File: config.mk
export PLATFORM = sky130hd
export DESIGN_NAME = signed_stat_tracker
export DESIGN_NICKNAME = d
export VERILOG_FILES = /design/src/rtl/signed_stat_tracker.sv
export SDC_FILE = /design/constraint.sdc
export NUM_CORES = 1
export LEC_CHECK = 0
export ABC_AREA = 1
export CAP_MARGIN = 20
export CORE_UTILIZATION = 54
export DETAILED_ROUTE_END_ITERATION = 6
export PLACE_DENSITY = 0.81
export SYNTH_ARGS = -nofsm -noshare
export SYNTH_HDL_FRONTEND = slang
export SYNTH_SLANG_ARGS = --single-unit
File: constraint.sdc
create_clock -name clk -period 4.22 [get_ports clk]
set_clock_uncertainty 0.2 [all_clocks]
set_input_delay 0.844 -clock clk [delete_from_list [all_inputs] [get_ports clk]]
set_output_delay 0.844 -clock clk [all_outputs]
set_load 0.02 [all_outputs]
File: src/rtl/signed_stat_tracker.sv
// Signed running max/min/last tracker with a DEPTH-stage delay line and registered result mux.
// Latency: DATA_OUT/OUT_VALID/SAMPLES update one edge after inputs; no backpressure, a sample is taken every RUN edge.
module signed_stat_tracker #(
  parameter int WIDTH = 8,
  parameter int DEPTH = 4,
  parameter int CNT_W = 16
) (
  input  logic                     clk,
  input  logic                     rst_n,
  input  logic [WIDTH-1:0]         DATA_IN,
  input  logic                     ENABLE,
  input  logic                     AVERAGE,
  input  logic                     RESTART,
  input  logic                     CLEAR,
  input  logic [$clog2(DEPTH)-1:0] TAP_SEL,
  output logic [WIDTH-1:0]         DATA_OUT,
  output logic                     OUT_VALID,
  output logic [CNT_W-1:0]         SAMPLES
);

  typedef enum logic [1:0] {IDLE, SEED, RUN} state_t;

  state_t           state;
  logic [WIDTH-1:0] rmax;
  logic [WIDTH-1:0] rmin;
  logic [WIDTH-1:0] rlast;
  logic [WIDTH-1:0] tap [DEPTH];
  logic [WIDTH-1:0] tap_q;
  logic             seed_now;

  // floor((a+b)/2) on sign-extended operands; the extra bit absorbs the carry
  function automatic logic [WIDTH-1:0] avg(input logic [WIDTH-1:0] a,
                                           input logic [WIDTH-1:0] b);
    logic [WIDTH:0] sum;
    sum = {a[WIDTH-1], a} + {b[WIDTH-1], b};
    return sum[WIDTH:1];
  endfunction

  always_comb begin
    tap_q = tap[DEPTH-1];
    if (int'(TAP_SEL) < DEPTH) tap_q = tap[TAP_SEL];
  end

  assign seed_now = (state == SEED) || ((state == RUN) && CLEAR);

  always_ff @(posedge clk or negedge rst_n) begin
    if (!rst_n) begin
      state     <= IDLE;
      rmax      <= '0;
      rmin      <= '0;
      rlast     <= '0;
      DATA_OUT  <= '0;
      OUT_VALID <= 1'b0;
      SAMPLES   <= '0;
      for (int i = 0; i < DEPTH; i++) tap[i] <= '0;
    end else begin
      case (state)
        IDLE:    state <= SEED;
        SEED:    state <= RUN;
        RUN:     state <= CLEAR ? SEED : RUN;
        default: state <= IDLE;
      endcase
      OUT_VALID <= (state == SEED) || ((state == RUN) && !CLEAR);

      if (seed_now) begin
        rmax     <= DATA_IN;
        rmin     <= DATA_IN;
        rlast    <= '0;
        DATA_OUT <= '0;
        SAMPLES  <= '0;
        for (int i = 0; i < DEPTH; i++) tap[i] <= '0;
      end else if (state == RUN) begin
        if (ENABLE) begin
          rlast <= DATA_IN;
          if (SAMPLES != {CNT_W{1'b1}}) SAMPLES <= SAMPLES + 1'b1;
        end

        if (RESTART)      DATA_OUT <= avg(rmax, rmin);
        else if (ENABLE)  DATA_OUT <= AVERAGE ? tap_q : avg(DATA_IN, tap_q);
        else              DATA_OUT <= rlast;

        // min is only tested when max did not move, which keeps rmin <= rmax
        if ($signed(DATA_IN) > $signed(rmax))      rmax <= DATA_IN;
        else if ($signed(DATA_IN) < $signed(rmin)) rmin <= DATA_IN;

        tap[0] <= DATA_IN;
        for (int i = 1; i < DEPTH; i++) tap[i] <= tap[i-1];
      end
    end
  end

endmodule

* After elaboration in Yosys (flattened, before gate mapping)
Index checks and enable logic that the tools add are counted.
Word-level totals: register bits 83, bits of input ports 16, output and inout port bits 25, word-level logic and storage cells 63
Operators by class: mux-type cells 26, add/subtract/negate cells 3, magnitude comparators 3, reduce and logical (&&, ||, !) cells 15, bitwise logic cells 1, equality and inequality tests 4
Operators with widths (count):
- $mux 8 | 17
- $mux 16 | 4
- $mux 32 | 2
- $add 8x8->9 | 2
- $add 16x1->16 const B | 1
- $bmux 8 s2 | 1
- $ne 16x16->1 const B | 1
- $reduce_bool 2->1 | 5
- $gt 8x8->1 | 1
- $lt 8x8->1 | 1
- $pmux 2 s3 | 1
- $reduce_and 3->1 | 2
- $reduce_and 2->1 | 2
- $ge 3x3->1 const B | 1
- $not 2->3 | 1
- $eq 2x1->1 const B | 1
- $eq 2x2->1 const B | 1
- $logic_and 1x1->1 | 2
- $logic_not 2->1 | 1
- $logic_or 1x1->1 | 2
- $mux 2 | 1
- $ne 2x2->1 const B | 1
- $logic_not 1->1 | 1

* Logic depth before layout (Yosys ltp)
depth after elaboration 10, depth in mapped cells 20, gate-level depth less buffers 18

* Worst setup path after synthesis
OpenSTA, ideal clock, no wires.
path kind input-to-reg, from input port TAP_SEL[0], to register DATA_OUT[5], path slack 1.093 ns, required time 3.904 ns, setup time 0.116 ns, arrival time 2.810 ns, path buffers 2, stages on the path 17, cell sequence buf_2 -> inv_1 -> buf_2 -> o21ai_0 -> o22ai_1 -> fa_1 -> nand3_1 -> nand2_1 -> nand2_1 -> nand2_1 -> a21oi_1 -> xor2_1 -> nor2_1 -> o21ai_0 -> nand2_1 -> nand2_1 -> nand2_1
On the way: word-level cells in the longest chain between the ends 10
Ends and longest elaborated chain:
- from (decl) | line 15 | input logic [$clog2(DEPTH)-1:0] TAP_SEL,
- $not 2->3 (implied by the code) (*) | line 41 | if (int'(TAP_SEL) < DEPTH) tap_q = tap[TAP_SEL];
- $bmux 8 s2 (*) | line 41
- $mux 8 (implied by the code) (*) (2 in a row) | line 41
- $add 8x8->9 | line 35 | sum = {a[WIDTH-1], a} + {b[WIDTH-1], b};
- $mux 8 (*) (2 in a row) | line 79 | else if (ENABLE) DATA_OUT <= AVERAGE ? tap_q : avg(DATA_IN, tap_q);
- $mux 8 (*) | line 78 | if (RESTART) DATA_OUT <= avg(rmax, rmin);
- $mux 8 (*) | line 72 | end else if (state == RUN) begin
- $mux 8 (*) | line 65 | if (seed_now) begin
- to (signal assigned) | line 78
- to (signal assigned) | line 79
- to (signal assigned) | line 80 | else DATA_OUT <= rlast;
- to (decl) | line 16 | output logic [WIDTH-1:0] DATA_OUT,
Every way passes the cells marked *; elsewhere a longest branch is shown, timed or not. The select of a mux whose other input is x is not followed. A chain may end at the register's enable or synchronous reset.

* Final worst setup path
from input port TAP_SEL[1], to register DATA_OUT[5]
The elaborated chain is that of the path after synthesis.

==> metrics.md <==
| Metric | Value |
|---|---|
| # DRC | 0 |
| Post_cts resized | 0 |
| Max FO, Critical Path | 9 |
| Slowest CP cell | clkdlybuf4s50_1 |
| Top-count cell post-synth | nand2_1 |
| Gpl congestion | 0.924 |
| Total grt overflow | 0 |
| Inserted Clock Buffers | 9 |
| Final Hold Viols | 0 |
| Fillers | 767 |
| PwrDens | 625 nW/µm² |
| Largest net degree at the start of global routing | 84 |
| Cells after Synth | 617 |
| Synthesis-stage register bit count | 83 |
| Total wire length | 12100 µm |
| Fmax | 298 MHz |
| Vias in the first global route | 4116 |
| Setup slack at placement | 0.517 ns |
| Register area | 2080 µm² |
| Synthesized area | 4820 µm² |
| Startpoint Class | input pin |
| CP Cell Sequence | clkdlybuf4s50_1 > inv_1 > o21ai_0 > o22ai_1 > fa_1 > nand3_1 > nand2_1 > nand2_1 > nand2_1 > a21oi_1 > xor2_1 > nor2_1 > o21ai_0 > nand2_1 > nand2_1 > nand2_1 |
| Min Tclk post-route | 3.36 ns |
| Routed vias | 4444 |
| Final ANT Viol Nets | 0 |
| Lkg Pwr | 0.00258 µW |
| CTS sink cnt | 83 |
| Starting DRT DRC Count | 348 |
| Initial core utilization | 0.556 |
| Clock H-tree levels | 3 |
| GRT Overall Usage | 0.280 |
| Syn Nets | 665 |
| Worst Path Arrival | 3.42 ns |
| Number of synthesis warnings | 0 |
| Top-level port count | 41 |
| DR WL/cell | 15.7 µm |
| Synth Flop Type | dfrtp_1 |
| # setup viols final | 0 |
| Sequential share of the synthesized area | 0.430 |
| Bufs on Longest Clock Path | 2 |
| Top cell type's share of synthesized area | 0.430 |
| Relative slew slack | 0.585 |
| Area contributors post-synth | dfrtp_1 43%, nand2_1 11%, o21ai_0 9.6% |
| Final setup margin | 0.861 ns |
| Synth unique cells | 38 |
| Post-Route Setup TNS | 0 ns |
| EDFF count, synth | 0 |
| # hold bufs at CTS | 0 |
| Placement row count | 34 |
| Number of port buffers | 40 |
| Status | completed |
| Area growth syn-to-layout | 15.3% |
| CP dominant cell by count | nand2_1 |
| RSZ-0062 raised after global routing | false |
| DIE HEIGHT | 96.5 µm |
| First-pass GRT wire length | 19800 µm |
| Max cap viols | 0 |
| Die area | 9320 µm² |
| Latest clock arrival within the worst-skew pair | 0.36 ns |
| Post-Syn Area per Cell | 7.82 µm² |
| Final net count | 704 |
| Diode count | 0 |
| Buf/Inv on CP | 2 |
| Drt pass-1 iters | 5 |
| Core ar. | 8680 µm² |
| Initial antenna violation count | 0 |
| CTS Root Cell | clkbuf_8 |
| Slowest stage delay, CP | 0.60 ns |
| Crit end category | flip-flop |
| Period utilization | 0.796 |
| Cell family with most CP delay | buffers and inverters |
| Die width | 96.5 µm |
| DP Wirelength | 8410 µm |
| WP data required | 4.28 ns |
| Setup Crit Path Kind | in -> reg |
| Final max-slew violation count | 0 |
| Via/cell ratio | 5.78 |
| Share of cells above drive strength 1 | 0.0681 |
| Max VDD drop | 0.318 mV |
| Multi-input logic area | 2420 µm² |
| List of most frequent post-synthesis cells | 144 x nand2_1, 93 x o21ai_0, 83 x dfrtp_1 |
| Clock transition at path regs | 0.08 ns |
| Postcts setup bufs | 0 |
| Async SR Flop Fraction | 1.00 |
| Cell taking the most area after synthesis | dfrtp_1 |
| Worst Max-Slew Pin Slew | 0.623 ns |
| CTS tree | done |
| Hold Path Class | in -> async |
-- cells in the final DEF, fill, tap and decap left out, types with 2 or more instances in the layout --
master,count
nand2_1,144
o21ai_0,93
dfrtp_1,83
inv_1,61
nand3_1,44
a21oi_1,42
clkdlybuf4s50_1,39
nor2_1,37
ha_1,30
clkbuf_8,11
nor3_1,9
buf_4,7
o22ai_1,6
xor2_1,6
inv_2,4
nand4_1,4
nand2_2,3
nor2_2,3
o31ai_1,3
nor2_4,2
a32o_1,2
nand2_4,2
a31oi_1,2
xnor2_1,2
or2_2,2
fa_1,2
-- layout make-up --
class,instances,area share
inverters,66,0.0445
clock buffers,11,0.0272
multi-input cells,449,0.435
clock inverters,5,0.0108
repair buffers,47,0.0846
well taps,108,0.0243
flip-flops and latches,83,0.373
-- metrics by stage --
| step | cells | utilization | hold WS [ns] | cell area, µm² | power [µW] |
|---|---|---|---|---|---|
| finish | 769 | 0.641 | 0.102 | 5560 | 3480 |
| global route | 769 | 0.641 | 0.0926 | 5560 | 3750 |
| CTS | 768 | 0.638 | 0.271 | 5540 | 3460 |
| detailed placement | 752 | 0.614 | 0.261 | 5330 | 2830 |
| global placement | 752 | 0.614 | 0.239 | 5330 | 2780 |
| floorplan | 617 | - | 0.224 | 4820 | 2350 |
-- power breakdown --
group / total (µW) / switching (µW) / internal (µW) / leakage [µW]
sequential: 1160 / 145 / 1020 / 0.00110
combinational: 1710 / 1120 / 587 / 0.00137
clock: 610 / 302 / 308 / 0.000106
-- cell families (layout without fill, tap and decap cells) --
family,Yosys count,after routing,synth area share
mux,1,1,0.00233
fa+ha+maj,32,32,0.0861
flops,83,83,0.430
xor+xnor,8,8,0.0145
simple gates,253,253,0.226
compound gates,155,155,0.173
buf+inv,85,129,0.0674
-- registers in the layout, indices dropped and copies added (netlist names) --
name and count:
DATA_OUT 8, OUT_VALID 1, SAMPLES 16, rlast 8
rmax 8, rmin 8, state 2, tap 32
-- per-layer routing --
layer	global-route usage	share of wire	wire length [µm]	vias up
met4	0.108	0.024	284	0
met2	0.426	0.45	5400	167
li1	-	-	-	2148
met3	0.0532	0.071	862	29
met5	0	0	0	-
met1	0.396	0.46	5530	2100
-- worst paths after layout --
| check | cells past startpoint | endpoint | slack (ns) | from |
|---|---|---|---|---|
| min | 1 | DATA_OUT[4] | 0.10 | rst_n |
| max in group asynchronous | 2 | tap[9] | 3.13 | rst_n |
| max | 16 | DATA_OUT[5] | 0.86 | TAP_SEL[1] |
| min reg2reg | 1 | state[0] | 0.28 | state[1] |
| min in group clk | 1 | state[0] | 0.28 | state[1] |
| max reg2reg | 10 | SAMPLES[11] | 1.46 | state[0] |
No activity file was read; power rests on OpenSTA's default activity.
